--- src/rtl/vga_pkg.sv ---
// vga_pkg: command opcodes, FIFO reader state encoding and 800x600 default timing.
package vga_pkg;
    typedef enum logic [1:0] {
        OP_RED   = 2'b00,
        OP_GREEN = 2'b01,
        OP_BLUE  = 2'b10,
        OP_MODE  = 2'b11
    } opcode_e;
    typedef enum logic [1:0] {RD_IDLE, RD_STROBE, RD_LATCH, RD_RECOVER} rd_state_e;
    localparam int DEF_H_VISIBLE = 800;
    localparam int DEF_H_FRONT   = 40;
    localparam int DEF_H_SYNC    = 128;
    localparam int DEF_H_BACK    = 88;
    localparam int DEF_V_VISIBLE = 600;
    localparam int DEF_V_FRONT   = 1;
    localparam int DEF_V_SYNC    = 4;
    localparam int DEF_V_BACK    = 23;
endpackage

--- src/rtl/vga_fifo_reader.sv ---
// vga_fifo_reader: strobes an external FIFO with an active-low read and emits each byte with a 1-cycle valid.
module vga_fifo_reader
    import vga_pkg::*;
#(
    parameter int RD_ACCESS = 3
) (
    input  logic       clk,
    input  logic       nrst,
    input  logic [7:0] disp_cmd_in,
    input  logic       nef_in,
    output logic       disp_cmd_rd,
    output logic [7:0] cmd_o,
    output logic       cmd_valid_o
);
    localparam int CW = $clog2(RD_ACCESS + 1);
    rd_state_e     state_q;
    logic [CW-1:0] cnt_q;
    logic          rd_q, valid_q, nef_meta_q, nef_sync_q;
    logic [7:0]    cmd_q;
    // RECOVER spans the two-flop latency so a just-emptied FIFO is never re-strobed
    always_ff @(posedge clk or negedge nrst) begin
        if (!nrst) begin
            state_q    <= RD_IDLE;
            cnt_q      <= '0;
            rd_q       <= 1'b1;
            valid_q    <= 1'b0;
            cmd_q      <= '0;
            nef_meta_q <= 1'b0;
            nef_sync_q <= 1'b0;
        end else begin
            {nef_sync_q, nef_meta_q} <= {nef_meta_q, nef_in};
            valid_q <= 1'b0;
            case (state_q)
                RD_IDLE: if (nef_sync_q) begin
                    state_q <= RD_STROBE;
                    rd_q    <= 1'b0;
                    cnt_q   <= '0;
                end
                RD_STROBE: begin
                    cnt_q <= cnt_q + 1'b1;
                    if (cnt_q == CW'(RD_ACCESS - 1)) state_q <= RD_LATCH;
                end
                RD_LATCH: begin
                    cmd_q   <= disp_cmd_in;
                    valid_q <= 1'b1;
                    rd_q    <= 1'b1;
                    cnt_q   <= '0;
                    state_q <= RD_RECOVER;
                end
                RD_RECOVER: begin
                    cnt_q <= cnt_q + 1'b1;
                    if (cnt_q == CW'(1)) state_q <= RD_IDLE;
                end
                default: state_q <= RD_IDLE;
            endcase
        end
    end
    assign disp_cmd_rd = rd_q;
    assign cmd_o       = cmd_q;
    assign cmd_valid_o = valid_q;
endmodule

--- src/rtl/vga_cmd_timing.sv ---
// vga_cmd_timing: VGA sync/colour generator driven by byte commands from an external FIFO.
// Define VGA_GRADIENT_EN to compile in the gradient colour mode (opcode 11).
module vga_cmd_timing
    import vga_pkg::*;
#(
    parameter int H_VISIBLE = DEF_H_VISIBLE,
    parameter int H_FRONT   = DEF_H_FRONT,
    parameter int H_SYNC    = DEF_H_SYNC,
    parameter int H_BACK    = DEF_H_BACK,
    parameter int V_VISIBLE = DEF_V_VISIBLE,
    parameter int V_FRONT   = DEF_V_FRONT,
    parameter int V_SYNC    = DEF_V_SYNC,
    parameter int V_BACK    = DEF_V_BACK,
    parameter int TICK_DIV  = 4,
    parameter bit HSYNC_POL = 1'b1,
    parameter bit VSYNC_POL = 1'b1,
    parameter int COLOR_W   = 4,
    parameter int RD_ACCESS = 3
) (
    input  logic               clk,
    input  logic               nrst,
    input  logic [7:0]         disp_cmd_in,
    input  logic               nef_in,
    output logic               disp_cmd_rd,
    output logic               hsync,
    output logic               vsync,
    output logic [COLOR_W-1:0] red,
    output logic [COLOR_W-1:0] green,
    output logic [COLOR_W-1:0] blue,
    output logic               frame_start
);
    localparam int H_TOTAL = H_VISIBLE + H_FRONT + H_SYNC + H_BACK;
    localparam int V_TOTAL = V_VISIBLE + V_FRONT + V_SYNC + V_BACK;
    localparam int HW = $clog2(H_TOTAL);
    localparam int VW = $clog2(V_TOTAL);
    localparam int TW = TICK_DIV > 1 ? $clog2(TICK_DIV) : 1;
    logic [TW-1:0]             tick_q, tick_d;
    logic [HW-1:0]             h_q, h_d;
    logic [VW-1:0]             v_q, v_d;
    logic                      pix_stb, h_last, v_last, hs_q, vs_q, fs_q, visible, cmd_valid;
    logic [2:0][COLOR_W-1:0]   pend_q, act_q, rgb_q, rgb_d;
    logic [COLOR_W-1:0]        grad_mask;
    logic [7:0]                cmd;
    logic                      unused_cmd;
    vga_fifo_reader #(.RD_ACCESS(RD_ACCESS)) u_reader (
        .clk         (clk),
        .nrst        (nrst),
        .disp_cmd_in (disp_cmd_in),
        .nef_in      (nef_in),
        .disp_cmd_rd (disp_cmd_rd),
        .cmd_o       (cmd),
        .cmd_valid_o (cmd_valid)
    );
    assign unused_cmd = ^cmd;
    assign pix_stb = tick_q == TW'(TICK_DIV - 1);
    assign h_last  = h_q == HW'(H_TOTAL - 1);
    assign v_last  = v_q == VW'(V_TOTAL - 1);
    assign visible = h_q < HW'(H_VISIBLE) && v_q < VW'(V_VISIBLE);
    always_comb begin
        tick_d = pix_stb ? '0 : tick_q + 1'b1;
        h_d    = !pix_stb ? h_q : h_last ? '0 : h_q + 1'b1;
        v_d    = !(pix_stb && h_last) ? v_q : v_last ? '0 : v_q + 1'b1;
        rgb_d  = visible ? act_q & {3{grad_mask}} : '0;
    end
    always_ff @(posedge clk or negedge nrst) begin
        if (!nrst) begin
            tick_q <= '0;
            h_q    <= '0;
            v_q    <= '0;
            hs_q   <= ~HSYNC_POL;
            vs_q   <= ~VSYNC_POL;
            rgb_q  <= '0;
            fs_q   <= 1'b0;
        end else begin
            tick_q <= tick_d;
            h_q    <= h_d;
            v_q    <= v_d;
            fs_q   <= pix_stb && h_last && v_last;
            if (pix_stb) begin
                hs_q  <= (h_q >= HW'(H_VISIBLE + H_FRONT) && h_q <= HW'(H_VISIBLE + H_FRONT + H_SYNC - 1)) ? HSYNC_POL : ~HSYNC_POL;
                vs_q  <= (v_q >= VW'(V_VISIBLE + V_FRONT) && v_q <= VW'(V_VISIBLE + V_FRONT + V_SYNC - 1)) ? VSYNC_POL : ~VSYNC_POL;
                rgb_q <= rgb_d;
            end
        end
    end
    // Colour opcodes 00/01/10 double as the channel index; a write in the frame_start cycle lands next frame
    always_ff @(posedge clk or negedge nrst) begin
        if (!nrst) begin
            pend_q <= '0;
            act_q  <= '0;
        end else begin
            if (fs_q) act_q <= pend_q;
            if (cmd_valid && cmd[7:6] != OP_MODE) pend_q[cmd[7:6]] <= cmd[COLOR_W-1:0];
        end
    end
`ifdef VGA_GRADIENT_EN
    logic                 pend_mode_q, act_mode_q;
    logic [COLOR_W+4:0]   h_wide;
    assign h_wide    = (COLOR_W + 5)'(h_q);
    assign grad_mask = act_mode_q ? COLOR_W'(h_wide >> 5) : '1;
    always_ff @(posedge clk or negedge nrst) begin
        if (!nrst) begin
            pend_mode_q <= 1'b0;
            act_mode_q  <= 1'b0;
        end else begin
            if (fs_q) act_mode_q <= pend_mode_q;
            if (cmd_valid && cmd[7:6] == OP_MODE) pend_mode_q <= cmd[0];
        end
    end
`else
    assign grad_mask = '1;
`endif
    assign hsync       = hs_q;
    assign vsync       = vs_q;
    assign red         = rgb_q[0];
    assign green       = rgb_q[1];
    assign blue        = rgb_q[2];
    assign frame_start = fs_q;
endmodule

--- config.mk ---
export PLATFORM = sky130hd
export DESIGN_NAME = vga_cmd_timing
export DESIGN_NICKNAME = d
export VERILOG_FILES = /design/src/rtl/vga_pkg.sv /design/src/rtl/vga_fifo_reader.sv /design/src/rtl/vga_cmd_timing.sv
export SDC_FILE = /design/constraint.sdc
export NUM_CORES = 1
export LEC_CHECK = 0
export CORE_UTILIZATION = 50
export DETAILED_ROUTE_END_ITERATION = 8
export GPL_TIMING_DRIVEN = 1
export PLACE_DENSITY = 0.7
export SETUP_SLACK_MARGIN = 0.5
export SYNTH_ARGS = -nofsm -noshare
export SYNTH_HDL_FRONTEND = slang
export SYNTH_SLANG_ARGS = --single-unit
--- constraint.sdc ---
create_clock -name clk -period 4.34 [get_ports clk]
set_clock_uncertainty 0.05 [all_clocks]
set_input_delay 0.868 -clock clk [delete_from_list [all_inputs] [get_ports clk]]
set_output_delay 0.868 -clock clk [all_outputs]
set_load 0.01 [all_outputs]
==> impl_metrics.xml <==
<?xml version="1.0" encoding="UTF-8"?>
<metrics>
  <group name="critical_path">
    <metric name="ordered_list_of_cells_on_the_worst_path" unit="">clkdlybuf4s50_1</metric>
    <metric name="worst-r2r-setup-slack" unit="ps">1990</metric>
    <metric name="setup.worst_path.end_class" unit="">output pin</metric>
    <metric name="worst_r2r_endpoint" unit="">v_q[5]</metric>
    <metric name="critPathMaxFanout" unit="">13</metric>
    <metric name="timing.reg2reg.worst_path_depth" unit="">4</metric>
    <metric name="required" unit="ps">3420</metric>
    <metric name="worstSetupStartpointType" unit="">flop</metric>
    <metric name="critical_path_s_largest_stage_delay" unit="ps">710</metric>
    <metric name="worst_r2r_startpoint" unit="">h_q[9]</metric>
    <metric name="criticalPathCategory" unit="">flop to output pin</metric>
    <metric name="critical_path_buf_inv_count" unit="">1</metric>
    <metric name="critical_path.top_delay_family" unit="">flip-flops</metric>
    <metric name="cp_data_arrival_time" unit="ps">1710</metric>
    <metric name="slowest_stage" unit="">dfrtp_1</metric>
  </group>
  <group name="final_layout">
    <metric name="syn2layout_area_growth" unit="%">14.28</metric>
    <metric name="filler_cell_count" unit="">515</metric>
    <metric name="register_area" unit="um2">1903</metric>
    <metric name="finalNetCount" unit="">328</metric>
    <metric name="final_layout_size_suffix_gt1_frac" unit="">0.1780</metric>
    <metric name="diodes" unit="">0</metric>
    <metric name="multi_input_comb_area" unit="um2">1361</metric>
    <metric name="total_non_filler_cell_area_in_the_finished_layout" unit="um2">3846</metric>
  </group>
  <group name="clocking">
    <metric name="clkTransAtPathRegs" unit="ps">90</metric>
    <metric name="clk-insertion-delay-late" unit="ps">350</metric>
    <metric name="cts-buffers-inserted" unit="">9</metric>
    <metric name="post-cts-setup-buffer-count" unit="">0</metric>
    <metric name="ctsHtreeMaxLevel" unit="">3</metric>
    <metric name="clock_sink_count" unit="">76</metric>
    <metric name="cts_buffer_depth" unit="">2</metric>
    <metric name="post_cts_resized" unit="">0</metric>
    <metric name="cts_tree" unit="">done</metric>
    <metric name="clock_tree.root_cell" unit="">clkbuf_8</metric>
    <metric name="hold_buffers" unit="">0</metric>
  </group>
  <group name="sta">
    <metric name="min_period" unit="ps">2630</metric>
    <metric name="final_min_period_over_clock_period" unit="">0.6059</metric>
    <metric name="report.final.hold_viol_count" unit="">0</metric>
    <metric name="rsz0062_at_grt" unit="">no</metric>
    <metric name="setup_violations" unit="">0</metric>
    <metric name="final-max-slew-violation-count" unit="">0</metric>
    <metric name="max_clock_freq" unit="MHz">380.3</metric>
    <metric name="worst_slew_pin_tran" unit="ps">956.3</metric>
    <metric name="fin_setup_tns" unit="ps">0</metric>
    <metric name="timing.max_slew.rel_slack" unit="">0.3566</metric>
  </group>
  <group name="global_routing">
    <metric name="grt_first_pass_wirelength" unit="mm">10.38</metric>
    <metric name="grt.total_usage" unit="">0.1908</metric>
    <metric name="initial_antenna_violation_count" unit="">0</metric>
    <metric name="grt_max_degree" unit="">77</metric>
    <metric name="globalRoute.totalOverflow" unit="">0</metric>
    <metric name="via_count_of_the_first_global_routing_pass" unit="">2130</metric>
  </group>
  <group name="yosys">
    <metric name="synth-xor-area-share" unit="">0.02862</metric>
    <metric name="ys_top_cells_by_count" unit="">dfrtp_1 (75), mux2_2 (30), nand2_1 (19)</metric>
    <metric name="complex_gate_fraction_of_the_synthesized_area" unit="">0.1019</metric>
    <metric name="synthesis.instances" unit="">278</metric>
    <metric name="synth-edff-count" unit="">0</metric>
    <metric name="postSynthAreaPerCell" unit="um2">12.11</metric>
    <metric name="yosys.cell_count.top_type" unit="">dfrtp_1</metric>
    <metric name="synth_mux_area_frac" unit="">0.1033</metric>
    <metric name="synth_top_family_by_area" unit="">simple AND/OR/NAND/NOR gates</metric>
    <metric name="ys.warnings.count" unit="">0</metric>
    <metric name="ys_ff_latch" unit="">76</metric>
    <metric name="ys_seq_area_frac" unit="">0.5654</metric>
    <metric name="dominantRegCellSynth" unit="">dfrtp_1</metric>
    <metric name="postSynthNetCount" unit="">302</metric>
    <metric name="synth_top_cells_by_area" unit="">dfrtp_1 (56%), mux2_2 (10%), ha_1 (4.8%)</metric>
    <metric name="yosys.cell_types.count" unit="">47</metric>
    <metric name="netlist.top_cell.by_area" unit="">dfrtp_1</metric>
    <metric name="async_reset_ff_frac" unit="">1.000</metric>
    <metric name="synthAdderAreaFrac" unit="">0.04833</metric>
    <metric name="syn_area" unit="um2">3366</metric>
    <metric name="synth_simple_gate_area_frac" unit="">0.1223</metric>
    <metric name="synth_top_area_frac" unit="">0.5576</metric>
  </group>
  <group name="die">
    <metric name="die_x" unit="um">84.05</metric>
    <metric name="dieArea" unit="um2">7064</metric>
    <metric name="dieHeight" unit="um">84.05</metric>
    <metric name="rows" unit="">29</metric>
    <metric name="core_region_area" unit="um2">6422</metric>
    <metric name="initial_core_util" unit="">0.5241</metric>
    <metric name="pin_count" unit="">27</metric>
  </group>
  <group name="pwr">
    <metric name="max-vdd-ir-drop" unit="mV">0.3744</metric>
    <metric name="final_total_power" unit="mW">1.675</metric>
    <metric name="power_per_cell_area" unit="nW/um2">435.5</metric>
    <metric name="static_leakage" unit="nW">1.710</metric>
  </group>
  <group name="run">
    <metric name="max-cap-violations" unit="">0</metric>
  </group>
  <group name="outcome">
    <metric name="status" unit="">complete, but fails checks</metric>
    <metric name="violations_in_the_final_reports" unit="">design-rule violations</metric>
  </group>
  <group name="drt">
    <metric name="wirelength" unit="mm">6.018</metric>
    <metric name="number_of_nets_with_antenna_violations_after_detailed_routing" unit="">0</metric>
    <metric name="num_vias" unit="">2172</metric>
    <metric name="drt_first_iter_violations" unit="">162</metric>
    <metric name="detailedRoute.firstPassIterationCount" unit="">6</metric>
    <metric name="wire_per_inst" unit="um">15.59</metric>
    <metric name="remaining_drc_errors" unit="">2</metric>
    <metric name="via_per_inst" unit="">5.627</metric>
  </group>
  <group name="worst_hold_path">
    <metric name="whs_endpoint" unit="">u_reader.nef_sync_q</metric>
    <metric name="hold_path.startpoint" unit="">u_reader.nef_meta_q</metric>
    <metric name="timing.hold.worst_path_depth" unit="">0</metric>
    <metric name="timing.hold.worst.class" unit="">flop to flop</metric>
  </group>
  <group name="placed_design">
    <metric name="place.detailed.hpwl" unit="mm">4.017</metric>
    <metric name="place.port_buffers" unit="">24</metric>
    <metric name="place_congestion" unit="">0.8506</metric>
    <metric name="placed_instance_area" unit="um2">3662</metric>
  </group>
</metrics>
-- flip-flops by register name, summed over array words and instances (netlist names), 2 cells and up --
register and cells:
tick_q 2, u_reader.state_q 2, u_reader.cnt_q 2, blue 4, h_q 11, green 4
u_reader.cmd_o 6, act_q 12, v_q 10, red 4, pend_q 12
-- report_power, final --
group	switching (mW)	internal, mW	total (mW)
logic	0.122	0.152	0.274
registers	0.0739	0.824	0.898
clock network	0.286	0.216	0.502
total	0.482	1.19	1.67
-- layout by cell type, fill, tap and decap left out, drive strengths merged, types with 3 or more instances in the layout --
cell type and n:
nor2 9, o31ai 4, mux2 30, or3 3, or4 5, o21ai 12, clkinvlp 3, nand2 19
xor2 5, ha 13, inv 17, and3 4, xnor2 6, nor3 6, clkdlybuf4s50 23, nand3b 3
a21oi 7, a22o 13, clkbuf 9, nand3 10, dfrtp 75
-- logic make-up (layout without fill, tap and decap cells) --
kind of cell | count (synthesis) | after routing
mux | 31 | 31
xor+xnor | 11 | 11
fa+ha+maj | 13 | 13
flops | 76 | 76
simple gates | 73 | 73
buf+inv | 25 | 56
compound gates | 49 | 49
-- worst register-to-register path: stages, from the launching register on --
cell,delay [ps]
dfrtp_1,450
or3b_1,450
nor4_1,830
and4b_1,410
a21oi_1,60
-- how the worst max path moves through the flow --
stage / from / to / slack (ps) / cells after the start
after detailed placement: tick_q[0] / v_q[5] / 2020 / 5
after CTS: frame_start / frame_start / 1690 / 1
final: frame_start / frame_start / 1710 / 1
after floorplan: h_q[5] / v_q[9] / 2210 / 5
after global routing: frame_start / frame_start / 1620 / 1
after global placement: h_q[5] / v_q[5] / 1970 / 4
-- stage by stage --
step,worst slack (ps),hold slack [ps],util,instances
finish,1710,305.5,0.5989,386
CTS,1691,307.1,0.5989,386
floorplan,2206,281.2,-,278
global route,1620,308.0,0.5989,386
detailed placement,2023,287.3,0.5702,370
global placement,1972,283.6,0.5702,370
-- cell type report --
type / instances / area share
clock buffers: 9 / 0.03221
clock inverters: 7 / 0.01561
inverters: 15 / 0.01464
multi-input cells: 177 / 0.3539
flip-flops and latches: 76 / 0.4948
well taps: 77 / 0.02505
repair buffers: 25 / 0.06376
-- routing by layer --
| metal | GRT usage | vias to the layer above | wire length [um] | part of all wire |
|---|---|---|---|---|
| met2 | 0.2884 | 42 | 2815 | 0.47 |
| met3 | 0.04847 | 10 | 262 | 0.044 |
| met4 | 0.08150 | 0 | 95 | 0.016 |
| li1 | - | 1049 | - | - |
| met5 | 0 | - | 0 | 0 |
| met1 | 0.2619 | 1071 | 2844 | 0.47 |
(Power assumes the default switching activity.)
